File: config.mk
export PLATFORM = sky130hd
export DESIGN_NAME = bp_me_io_cmd_arb_mux
export DESIGN_NICKNAME = d
export VERILOG_FILES = /design/src/rtl/bp_me_io_cmd_arb_mux.sv
export SDC_FILE = /design/constraint.sdc
export NUM_CORES = 1
export LEC_CHECK = 0
export BUFFER_PORTS_ARGS = -buffer_cell sky130_fd_sc_hd__clkbuf_2
export CAP_MARGIN = 10
export CORE_AREA = 2 2 405 407
export CTS_CLUSTER_SIZE = 12
export DETAILED_ROUTE_END_ITERATION = 12
export DIE_AREA = 0 0 407 409
export GPL_TIMING_DRIVEN = 1
export RECOVER_POWER = 100
export SLEW_MARGIN = 20
export SYNTH_ARGS = -nofsm -noshare
export SYNTH_HDL_FRONTEND = slang
export SYNTH_SLANG_ARGS = --single-unit
File: constraint.sdc
create_clock -name clk_i -period 3.41 [get_ports clk_i]
set_input_delay 0.341 -clock clk_i [delete_from_list [all_inputs] [get_ports clk_i]]
set_output_delay 0.341 -clock clk_i [all_outputs]
set_load 0.01 [all_outputs]
File: src/rtl/bp_me_io_cmd_arb_mux.sv
// rtl/bp_me_io_cmd_arb_mux.sv - merges N IO command sources onto one link and routes responses back in order.
// Optional round-robin grant via BP_IO_ARB_ROUND_ROBIN_EN; default is fixed priority (lowest index wins).
module bp_me_io_cmd_arb_mux #(
    parameter int num_src_p         = 3,
    parameter int msg_width_p       = 128,
    parameter int max_outstanding_p = 8
) (
    input  logic                             clk_i,
    input  logic                             reset_n_i,
    input  logic [num_src_p*msg_width_p-1:0] src_cmd_i,
    input  logic [num_src_p-1:0]             src_cmd_v_i,
    output logic [num_src_p-1:0]             src_cmd_ready_o,
    output logic [num_src_p*msg_width_p-1:0] src_resp_o,
    output logic [num_src_p-1:0]             src_resp_v_o,
    input  logic [num_src_p-1:0]             src_resp_ready_i,
    output logic [msg_width_p-1:0]           io_cmd_o,
    output logic                             io_cmd_v_o,
    input  logic                             io_cmd_ready_i,
    input  logic [msg_width_p-1:0]           io_resp_i,
    input  logic                             io_resp_v_i,
    output logic                             io_resp_yumi_o,
    output logic [$clog2(max_outstanding_p+1)-1:0] pending_o,
    output logic                             error_o
);

    localparam int id_w_lp  = (num_src_p > 1) ? $clog2(num_src_p) : 1;
    localparam int ptr_w_lp = $clog2(max_outstanding_p);
    localparam int cnt_w_lp = $clog2(max_outstanding_p + 1);

    logic [id_w_lp-1:0]  grant;
    logic                any_v, fifo_full, fifo_empty, cmd_xfer, resp_pop;
    logic [ptr_w_lp-1:0] wptr_q, wptr_d, rptr_q, rptr_d;
    logic [cnt_w_lp-1:0] cnt_q, cnt_d;
    logic                err_q, err_d;
    logic [id_w_lp-1:0]  id_mem_q [max_outstanding_p];
    logic [id_w_lp-1:0]  head_id;

`ifdef BP_IO_ARB_ROUND_ROBIN_EN
    logic [id_w_lp-1:0] rr_q, rr_d;

    always_comb begin : grant_sel
        int   idx;
        logic found;
        grant = '0;
        found = 1'b0;
        idx   = 0;
        for (int k = 0; k < num_src_p; k++) begin
            idx = int'(rr_q) + k;
            if (idx >= num_src_p) idx = idx - num_src_p;
            if (!found && src_cmd_v_i[idx]) begin
                grant = id_w_lp'(idx);
                found = 1'b1;
            end
        end
    end

    // Pointer only advances on an accepted transfer, so a stalled grant stays put.
    always_comb begin
        rr_d = rr_q;
        if (cmd_xfer) rr_d = (int'(grant) == num_src_p - 1) ? '0 : grant + 1'b1;
    end

    always_ff @(posedge clk_i or negedge reset_n_i) begin
        if (!reset_n_i) rr_q <= '0;
        else            rr_q <= rr_d;
    end
`else
    always_comb begin
        grant = '0;
        for (int s = num_src_p - 1; s >= 0; s--) begin
            if (src_cmd_v_i[s]) grant = id_w_lp'(s);
        end
    end
`endif

    assign any_v      = |src_cmd_v_i;
    assign fifo_full  = (cnt_q == cnt_w_lp'(max_outstanding_p));
    assign fifo_empty = (cnt_q == '0);
    assign head_id    = id_mem_q[rptr_q];

    // Valid must not depend on io_cmd_ready_i; full blocks even when a pop is concurrent.
    assign io_cmd_v_o = reset_n_i & any_v & ~fifo_full;
    assign io_cmd_o   = src_cmd_i[grant*msg_width_p +: msg_width_p];
    assign cmd_xfer   = io_cmd_v_o & io_cmd_ready_i;

    always_comb begin
        src_cmd_ready_o = '0;
        if (reset_n_i && any_v && !fifo_full && io_cmd_ready_i) src_cmd_ready_o[grant] = 1'b1;
    end

    assign src_resp_o = {num_src_p{io_resp_i}};

    always_comb begin
        src_resp_v_o = '0;
        if (reset_n_i && io_resp_v_i && !fifo_empty) src_resp_v_o[head_id] = 1'b1;
    end

    // A response with nothing outstanding is swallowed so the link cannot wedge.
    assign resp_pop       = reset_n_i & io_resp_v_i & ~fifo_empty & src_resp_ready_i[head_id];
    assign io_resp_yumi_o = resp_pop | (reset_n_i & io_resp_v_i & fifo_empty);

    always_comb begin
        wptr_d = wptr_q + ptr_w_lp'(cmd_xfer);
        rptr_d = rptr_q + ptr_w_lp'(resp_pop);
        err_d  = err_q | (io_resp_v_i & fifo_empty);
        case ({cmd_xfer, resp_pop})
            2'b10:   cnt_d = cnt_q + 1'b1;
            2'b01:   cnt_d = cnt_q - 1'b1;
            default: cnt_d = cnt_q;
        endcase
    end

    always_ff @(posedge clk_i or negedge reset_n_i) begin
        if (!reset_n_i) begin
            wptr_q <= '0;
            rptr_q <= '0;
            cnt_q  <= '0;
            err_q  <= 1'b0;
        end else begin
            wptr_q <= wptr_d;
            rptr_q <= rptr_d;
            cnt_q  <= cnt_d;
            err_q  <= err_d;
        end
    end

    always_ff @(posedge clk_i) begin
        if (cmd_xfer) id_mem_q[wptr_q] <= grant;
    end

    assign pending_o = cnt_q;
    assign error_o   = err_q;

endmodule

==> results of run 1 <==
## final timing paths
kind	slack [ns]	startpoint	end	depth (start not counted)
max in group asynchronous	2.63	reset_n_i	pending_o[3]	2
worst min register to register	0.47	error_o	error_o	1
worst max register to register	0.43	rptr_q[0]	pending_o[2]	10
min in group asynchronous	0.53	reset_n_i	wptr_q[0]	2
worst min-delay path	0.34	io_resp_v_i	error_o	2
worst max-delay path	0.39	reset_n_i	pending_o[2]	12
## stage by stage
step / setup slack (ns) / hold slack (ns)
finish: 0.390 / 0.336
CTS: 0.338 / 0.338
detailed placement: 0.420 / 0.266
floorplan: 0.644 / 0.0454
global placement: 0.420 / 0.255
global route: 0.115 / 0.338
## Yosys cell counts (all sizes together) (3+ instances only)
| library cell | instances | area, um2 |
|---|---|---|
| o31ai | 3 | 22.5 |
| mux2 | 3 | 37.5 |
| nor2 | 9 | 33.8 |
| nor3 | 7 | 35.0 |
| xor2 | 5 | 43.8 |
| clkbuf | 14 | 52.6 |
| nand2 | 136 | 510 |
| inv | 3 | 11.3 |
| edfxtp | 16 | 480 |
| o21ai | 128 | 641 |
| ha | 7 | 87.6 |
| dfrtp | 11 | 275 |
| mux2i | 133 | 1330 |
| buf | 416 | 3050 |
## power by group through the flow
| stage | clock (mW) | sequential (mW) | combinational (mW) |
|---|---|---|---|
| 4_1_cts | 0.283 | 0.563 | 1.37 |
| 3_5_place_dp | 0 | 0.571 | 1.36 |
| 5_1_grt | 0.301 | 0.569 | 1.42 |
| 2_1_floorplan | 0 | 0.525 | 1.18 |
| 6_report | 0.277 | 0.551 | 1.27 |
| 3_3_place_gp | 0 | 0.561 | 1.34 |
## cells in the final DEF, fill, tap and decap left out, drive strengths merged, types with 2 or more instances in the layout
| cell | n |
|---|---|
| a21oi | 2 |
| buf | 10 |
| diode | 14 |
| nand2 | 136 |
| inv | 4 |
| nor2 | 9 |
| edfxtp | 16 |
| ha | 7 |
| clkbuf | 541 |
| nor4 | 2 |
| nand2b | 2 |
| mux2 | 3 |
| nor3 | 7 |
| xnor2 | 2 |
| a211oi | 2 |
| nand3b | 2 |
| and3 | 2 |
| mux4 | 2 |
| o31ai | 3 |
| nand4 | 2 |
| xor2 | 5 |
| dfrtp | 11 |
| mux2i | 133 |
| o21ai | 128 |
## state kept, by name (all words and copies together), names as in the netlist
register / cells
rptr_q: 3
pending_o: 4
error_o: 1
wptr_q: 3
id_mem_q: 16
## per-layer routing
metal,part of all wire (%),wire length (um),vias up
met3,20,16500,168
met5,0.36,301,-
met2,47,39100,944
li1,-,-,2918
met4,2.5,2090,25
met1,30,25100,3017
## area by class of cell
cell class	instances	share of cell area, %
well taps	2175	29.4
flip-flops and latches	27	8.16
inverters	4	0.216
clock inverters	1	0.0946
clock buffers	3	0.811
diodes	14	0.378
multi-input cells	456	31.9
repair buffers	549	29.1
## kinds of logic after synthesis
| logic type | count (synthesis) |
|---|---|
| adder cells (fa/ha/maj) | 7 |
| multiplexers | 138 |
| flip-flops | 27 |
| AND/OR/NAND/NOR | 166 |
| AO/OA/AOI/OAI | 138 |
| XOR/XNOR | 7 |
| buffers and inverters | 434 |
## critical path, cell delays in order
cell	delay (ns)
sky130_fd_sc_hd__dlygate4sd3_1	0.54
sky130_fd_sc_hd__clkbuf_2	0.32
sky130_fd_sc_hd__o31ai_1	0.21
sky130_fd_sc_hd__a21oi_1	0.25
sky130_fd_sc_hd__nand2_1	0.27
sky130_fd_sc_hd__ha_1	0.36
sky130_fd_sc_hd__xor2_1	0.16
sky130_fd_sc_hd__ha_1	0.19
sky130_fd_sc_hd__a21oi_1	0.14
sky130_fd_sc_hd__xor2_1	0.17
sky130_fd_sc_hd__nor2_1	0.06
sky130_fd_sc_hd__xor2_1	0.14
## repair_timing
action                     4_1_cts  5_1_grt
resized for setup                0        0
hold endpoints to repair        11        0
hold buffers                     1        0
setup endpoints to repair        0        0
==> impl_metrics.xml, run 1 <==
<?xml version="1.0" encoding="UTF-8"?>
<metrics>
  <group name="timing">
    <metric name="final.min_clock_period" unit="ns">3.02</metric>
    <metric name="rsz0062_at_grt" unit="">false</metric>
    <metric name="final_min_period_over_clock_period" unit="%">88.6</metric>
    <metric name="clock-skew-final" unit="ns">0.00408</metric>
    <metric name="hold_viol" unit="">0</metric>
    <metric name="slew_headroom" unit="%">31.7</metric>
    <metric name="timing.fmax" unit="MHz">331</metric>
    <metric name="timing.final.setup_violations" unit="">0</metric>
    <metric name="final_max_slew_viol_count" unit="">0</metric>
    <metric name="setup-tns-final" unit="ns">0</metric>
    <metric name="worst-slew-pin-transition" unit="ns">1.02</metric>
  </group>
  <group name="logic_synthesis">
    <metric name="syn-instance-count" unit="">917</metric>
    <metric name="synthesis.area_per_instance" unit="um2">7.48</metric>
    <metric name="synthMuxAreaShare" unit="%">20.6</metric>
    <metric name="main_combinational_cell_family_by_area_after_synthesis" unit="">buffers and inverters</metric>
    <metric name="syn-cell-area" unit="mm2">0.00686</metric>
    <metric name="synth_enable_flop_cells" unit="">16</metric>
    <metric name="async_reset_ff_share" unit="%">40.7</metric>
    <metric name="yosysWarnings" unit="">0</metric>
    <metric name="number_of_distinct_library_cell_variants_in_the_gate_level_netlist_after_synthesis" unit="">38</metric>
    <metric name="synth_compound_area_share" unit="%">10.5</metric>
    <metric name="yosys.area_share.adder" unit="%">1.28</metric>
    <metric name="synth_seq_area_share" unit="%">11.0</metric>
    <metric name="synth_fp_nets" unit="">1446</metric>
    <metric name="ys_seq_elements" unit="">27</metric>
    <metric name="synth_simple_gate_area_share" unit="%">10.1</metric>
    <metric name="postSynth.topFlopCell" unit="">sky130_fd_sc_hd__edfxtp_1</metric>
    <metric name="synth_xor_xnor_area_share" unit="%">0.894</metric>
  </group>
  <group name="clocking">
    <metric name="post-cts-setup-buffers" unit="">0</metric>
    <metric name="cts_max_path_buffers" unit="">2</metric>
    <metric name="worst_setup_hold_path_clk_slew" unit="ns">0.07</metric>
    <metric name="clock_sinks" unit="">27</metric>
    <metric name="clock_insertion_delay_worst_skew" unit="ns">0.26</metric>
    <metric name="tritoncts" unit="">yes</metric>
    <metric name="number_of_levels_in_the_clock_h_tree" unit="">1</metric>
    <metric name="tritoncts.num_buffers" unit="">3</metric>
    <metric name="cts_root_buffer" unit="">sky130_fd_sc_hd__clkbuf_16</metric>
  </group>
  <group name="power">
    <metric name="pwr-share-comb" unit="%">60.5</metric>
    <metric name="p_per_area" unit="mW/mm2">226</metric>
    <metric name="power.internal" unit="mW">1.15</metric>
    <metric name="power.static_leakage" unit="nW">3.32</metric>
    <metric name="p_switching" unit="mW">0.949</metric>
    <metric name="power" unit="mW">2.10</metric>
    <metric name="clock_power_share" unit="%">13.2</metric>
    <metric name="power_switching_share" unit="%">45.3</metric>
    <metric name="share_seq_of_total_power" unit="%">26.3</metric>
    <metric name="ir_worst_vdd" unit="uV">230</metric>
  </group>
  <group name="place">
    <metric name="hpwl_dp" unit="um">78500</metric>
    <metric name="place.detailed.instances" unit="">3210</metric>
    <metric name="routability_congestion_estimate_from_global_placement" unit="">0.792</metric>
    <metric name="placement.cell_area" unit="mm2">0.00933</metric>
    <metric name="port-buffer-count" unit="">534</metric>
  </group>
  <group name="run_status">
    <metric name="run_status" unit="">finished clean</metric>
  </group>
  <group name="cells_and_area">
    <metric name="area_growth_syn_to_layout" unit="%">35.0</metric>
    <metric name="fin_util" unit="%">5.72</metric>
    <metric name="final.fill_count" unit="">19300</metric>
    <metric name="multi_input_area" unit="mm2">0.00295</metric>
    <metric name="stdcell_count" unit="">3229</metric>
    <metric name="total_nets_final" unit="">1570</metric>
    <metric name="final_std_cell_area_no_fill" unit="mm2">0.00926</metric>
    <metric name="final-seq-area" unit="um2">756</metric>
    <metric name="final_layout_size_suffix_gt1_share" unit="%">43.6</metric>
  </group>
  <group name="grt">
    <metric name="grt_max_degree" unit="">121</metric>
    <metric name="grt_antenna_before_repair" unit="">100</metric>
    <metric name="globalRoute.busiestLayer" unit="">met2</metric>
    <metric name="globalRouteMet1Util" unit="%">8.22</metric>
    <metric name="grt.overflow.total" unit="">0</metric>
    <metric name="grt_pass1_wl" unit="um">94600</metric>
    <metric name="grt.total_usage" unit="%">9.41</metric>
    <metric name="globalRouteMet2Util" unit="%">16.3</metric>
    <metric name="gr-usage-met3" unit="%">8.33</metric>
    <metric name="number_of_global_route_vias_before_repair" unit="">6457</metric>
  </group>
  <group name="routing">
    <metric name="drc_errors" unit="">0</metric>
    <metric name="first_iteration_detailed_routing_drc_count" unit="">335</metric>
    <metric name="drt_first_pass_iters" unit="">5</metric>
    <metric name="route.final.wire_length" unit="um">83000</metric>
    <metric name="wl_per_cell" unit="um">25.7</metric>
    <metric name="num_vias" unit="">7072</metric>
    <metric name="route.antenna.remaining_nets" unit="">0</metric>
    <metric name="average_vias_per_placed_instance" unit="">2.19</metric>
  </group>
  <group name="worst_setup_path">
    <metric name="path_max_fanout" unit="">13</metric>
    <metric name="setup.worst_path.class" unit="">in -&gt; reg</metric>
    <metric name="timing.critical_path.from_type" unit="">input pin</metric>
    <metric name="crit_path_end_kind" unit="">flop</metric>
    <metric name="critPathArrivalTime" unit="ns">3.16</metric>
    <metric name="worstPathRequired" unit="ns">3.55</metric>
  </group>
  <group name="job">
    <metric name="drv_cap" unit="">0</metric>
  </group>
  <group name="die">
    <metric name="initial_utilization" unit="%">4.23</metric>
    <metric name="design.core.area" unit="mm2">0.162</metric>
    <metric name="num_io_pins" unit="">1047</metric>
    <metric name="die_x" unit="um">407</metric>
    <metric name="design.die.area" unit="mm2">0.166</metric>
    <metric name="die-height" unit="um">409</metric>
    <metric name="rows" unit="">148</metric>
  </group>
  <group name="min_path">
    <metric name="hold_path_class" unit="">in -&gt; reg</metric>
  </group>
</metrics>
(Power assumes the default switching activity.)
==> run 2: changes to the inputs <==
- ABC_AREA: not set -> 1
==> impl_metrics.xml, run 2 <==
<?xml version="1.0" encoding="UTF-8"?>
<metrics>
  <group name="clocking">
    <metric name="cts_root_buffer" unit="">sky130_fd_sc_hd__clkbuf_16</metric>
    <metric name="clock_sinks" unit="">27</metric>
    <metric name="tritoncts" unit="">yes</metric>
    <metric name="post_cts_resized" unit="">0</metric>
    <metric name="post-cts-setup-buffers" unit="">0</metric>
    <metric name="tritoncts.num_buffers" unit="">3</metric>
    <metric name="cts.hold.buffers_added" unit="">0</metric>
    <metric name="cts_max_path_buffers" unit="">2</metric>
    <metric name="number_of_levels_in_the_clock_h_tree" unit="">1</metric>
    <metric name="worst_setup_hold_path_clk_slew" unit="ns">0.07</metric>
    <metric name="clock_insertion_delay_worst_skew" unit="ns">0.26</metric>
  </group>
  <group name="routing">
    <metric name="first_iteration_detailed_routing_drc_count" unit="">571</metric>
    <metric name="route.final.wire_length" unit="um">87100</metric>
    <metric name="drt_first_pass_iters" unit="">7</metric>
    <metric name="average_vias_per_placed_instance" unit="">2.47</metric>
    <metric name="route.antenna.remaining_nets" unit="">0</metric>
    <metric name="drc_errors" unit="">0</metric>
    <metric name="num_vias" unit="">8416</metric>
    <metric name="wl_per_cell" unit="um">25.6</metric>
  </group>
  <group name="logic_synthesis">
    <metric name="post-synth-top-area-cell" unit="">sky130_fd_sc_hd__buf_4</metric>
    <metric name="number_of_distinct_library_cell_variants_in_the_gate_level_netlist_after_synthesis" unit="">27</metric>
    <metric name="post-synth-top-area-fraction" unit="%">43.4</metric>
    <metric name="synth_top_cells_by_area" unit="">sky130_fd_sc_hd__buf_4 43%, sky130_fd_sc_hd__nand2_1 16%, sky130_fd_sc_hd__a31oi_1 12%, sky130_fd_sc_hd__nor2_1 7.5%, sky130_fd_sc_hd__edfxtp_1 7.0%</metric>
    <metric name="synth_fp_nets" unit="">1636</metric>
    <metric name="syn-instance-count" unit="">1107</metric>
    <metric name="syn-cell-area" unit="mm2">0.00686</metric>
    <metric name="async_reset_ff_share" unit="%">40.7</metric>
    <metric name="synth_enable_flop_cells" unit="">16</metric>
    <metric name="most_frequently_used_cell_type_in_the_post_synthesis_netlist" unit="">sky130_fd_sc_hd__buf_4</metric>
    <metric name="postSynth.topFlopCell" unit="">sky130_fd_sc_hd__edfxtp_1</metric>
    <metric name="yosysWarnings" unit="">0</metric>
    <metric name="synth_seq_area_share" unit="%">11.0</metric>
    <metric name="ys_seq_elements" unit="">27</metric>
    <metric name="synth_commonest_cells" unit="">397 x sky130_fd_sc_hd__buf_4, 294 x sky130_fd_sc_hd__nand2_1, 138 x sky130_fd_sc_hd__nor2_1</metric>
    <metric name="synthesis.area_per_instance" unit="um2">6.20</metric>
  </group>
  <group name="die">
    <metric name="design.core.area" unit="mm2">0.162</metric>
    <metric name="initial_utilization" unit="%">4.24</metric>
    <metric name="die-height" unit="um">409</metric>
    <metric name="rows" unit="">148</metric>
    <metric name="die_x" unit="um">407</metric>
    <metric name="num_io_pins" unit="">1047</metric>
    <metric name="design.die.area" unit="mm2">0.166</metric>
  </group>
  <group name="timing">
    <metric name="timing.final.setup_violations" unit="">0</metric>
    <metric name="final.min_clock_period" unit="ns">3.05</metric>
    <metric name="final_min_period_over_clock_period" unit="%">89.5</metric>
    <metric name="hold_viol" unit="">0</metric>
    <metric name="final.setup.worst_slack" unit="ns">0.358</metric>
    <metric name="timing.fmax" unit="MHz">328</metric>
    <metric name="worst-slew-pin-transition" unit="ns">1.46</metric>
    <metric name="rsz0062_at_grt" unit="">false</metric>
    <metric name="final_max_slew_viol_count" unit="">0</metric>
    <metric name="setup-tns-final" unit="ns">0</metric>
    <metric name="clock-skew-final" unit="ns">0.00367</metric>
    <metric name="slew_headroom" unit="%">1.81</metric>
  </group>
  <group name="cells_and_area">
    <metric name="area_growth_syn_to_layout" unit="%">33.0</metric>
    <metric name="most_frequent_standard_cell_in_the_layout_excluding_fill_and_tap_cells" unit="">sky130_fd_sc_hd__clkbuf_2</metric>
    <metric name="registers.top_by_ff_count" unit="">id_mem_q</metric>
    <metric name="final_layout_size_suffix_gt1_share" unit="%">34.6</metric>
    <metric name="final-seq-area" unit="um2">756</metric>
    <metric name="layout.cells.most_common_list" unit="">397 x sky130_fd_sc_hd__clkbuf_2, 294 x sky130_fd_sc_hd__nand2_1, 140 x sky130_fd_sc_hd__clkbuf_1</metric>
    <metric name="multi_input_area" unit="mm2">0.00280</metric>
    <metric name="final.fill_count" unit="">19400</metric>
    <metric name="total_nets_final" unit="">1750</metric>
    <metric name="largest_reg_flops" unit="">16</metric>
  </group>
  <group name="worst_setup_path">
    <metric name="crit_path_end_kind" unit="">primary output</metric>
    <metric name="path_delay_family" unit="">buffers and inverters</metric>
    <metric name="critical_path.slowest_cell" unit="">sky130_fd_sc_hd__clkbuf_2</metric>
    <metric name="worstPathRequired" unit="ns">3.07</metric>
    <metric name="setup.worst_path.class" unit="">in -&gt; out</metric>
    <metric name="path_max_fanout" unit="">65</metric>
    <metric name="critPathMaxStageDelay" unit="ns">0.91</metric>
    <metric name="worst_path_most_repeated_cell" unit="">sky130_fd_sc_hd__clkbuf_1</metric>
    <metric name="sum_of_buffers_and_inverters_on_the_critical_path" unit="">5</metric>
    <metric name="critPathArrivalTime" unit="ns">2.71</metric>
    <metric name="chain_of_cells_forming_the_critical_path" unit="">clkbuf_1, clkinv_1, nor2_1, inv_6, clkbuf_2, nand2_1, a31oi_1, clkbuf_1</metric>
    <metric name="timing.critical_path.from_type" unit="">input pin</metric>
  </group>
  <group name="grt">
    <metric name="grt.overflow.total" unit="">0</metric>
    <metric name="grt_antenna_before_repair" unit="">107</metric>
    <metric name="grt_max_degree" unit="">80</metric>
    <metric name="grt.total_usage" unit="%">9.86</metric>
    <metric name="grt_pass1_wl" unit="um">102000</metric>
    <metric name="number_of_global_route_vias_before_repair" unit="">7848</metric>
  </group>
  <group name="run_status">
    <metric name="violations_in_the_final_reports" unit="">capacitance limit</metric>
    <metric name="run_status" unit="">finished with violations</metric>
  </group>
  <group name="power">
    <metric name="pwr-share-comb" unit="%">63.9</metric>
    <metric name="p_switching" unit="mW">1.15</metric>
    <metric name="power.internal" unit="mW">1.08</metric>
    <metric name="ir_worst_vdd" unit="uV">226</metric>
    <metric name="clock_power_share" unit="%">11.9</metric>
    <metric name="power.static_leakage" unit="nW">3.65</metric>
    <metric name="p_per_area" unit="mW/mm2">244</metric>
    <metric name="power" unit="mW">2.23</metric>
    <metric name="power_switching_share" unit="%">51.4</metric>
    <metric name="share_seq_of_total_power" unit="%">24.2</metric>
  </group>
  <group name="min_path">
    <metric name="hold_path_class" unit="">in -&gt; reg</metric>
  </group>
  <group name="place">
    <metric name="post-place-ws" unit="ns">0.483</metric>
    <metric name="hpwl_dp" unit="um">80200</metric>
    <metric name="routability_congestion_estimate_from_global_placement" unit="">0.825</metric>
    <metric name="port-buffer-count" unit="">534</metric>
  </group>
  <group name="job">
    <metric name="drv_cap" unit="">1</metric>
  </group>
</metrics>
[run 2: changes by cell type after synthesis, sizes merged, moves of 3 or more]
cell,before,now
nand2,136,295
mux2i,133,0
nor2,9,139
a31oi,0,128
o21ai,128,1
buf,416,438
inv,3,25
nand3,1,18
clkbuf,14,4
nor3,7,11
mux2,3,0
[run 2: path summary, 6_finish.rpt]
path	depth (start not counted)	from	slack [ns]	end
max in group asynchronous	2	reset_n_i	2.40	pending_o[0]
min in group asynchronous	2	reset_n_i	0.57	rptr_q[2]
min	2	io_resp_v_i	0.38	error_o
min reg2reg	1	error_o	0.49	error_o
max reg2reg	17	rptr_q[0]	0.50	pending_o[2]
max	8	src_cmd_v_i[1]	0.36	io_cmd_o[83]
[run 2: logic make-up after synthesis]
family / after synthesis / synth area share [%]
and+or+nand+nor: 466 / 26.7
AOI/OAI and AO/OA: 135 / 12.3
buffers and inverters: 467 / 48.0
xor gates and xnor gates: 5 / 0.638
adders and majority gates: 7 / 1.28
DFF: 27 / 11.0
[run 2: through the flow]
| stage | hold WS (ns) | area [um2] | std cells | util, % |
|---|---|---|---|---|
| after global placement | 0.486 | 9240 | 3391 | 5.70 |
| final | 0.380 | 9130 | 3405 | 5.64 |
| after global routing | 0.388 | 9130 | 3402 | 5.63 |
| after detailed placement | 0.478 | 9240 | 3391 | 5.70 |
| after floorplan | 0.0454 | 6860 | 1107 | - |
| after CTS | 0.300 | 9320 | 3395 | 5.75 |
[run 2: metal layers]
metal  global-route usage [%]  wire [um]  vias up
met4                     2.02       2470       64
met2                     15.6      37900      993
met1                     9.36      28800     3719
li1                         -          -     3421
met3                     8.93      17200      219
met5                     2.11        828        -
[run 2: cell type report]
cell class	instances	share of cell area, %
clock inverter	1	0.0548
timing repair buffer	551	29.1
inverter	25	1.08
antenna	10	0.274
sequential	27	8.28
clock buffer	3	0.822
multi-input combinational	613	30.6
tap	2175	29.8
[run 2: power groups by stage]
stage | logic, mW | registers (mW) | clock network (mW)
CTS | 1.50 | 0.540 | 0.271
global placement | 1.45 | 0.535 | 0
floorplan | 1.17 | 0.520 | 0
global route | 1.59 | 0.552 | 0.282
detailed placement | 1.50 | 0.547 | 0
finish | 1.42 | 0.538 | 0.266
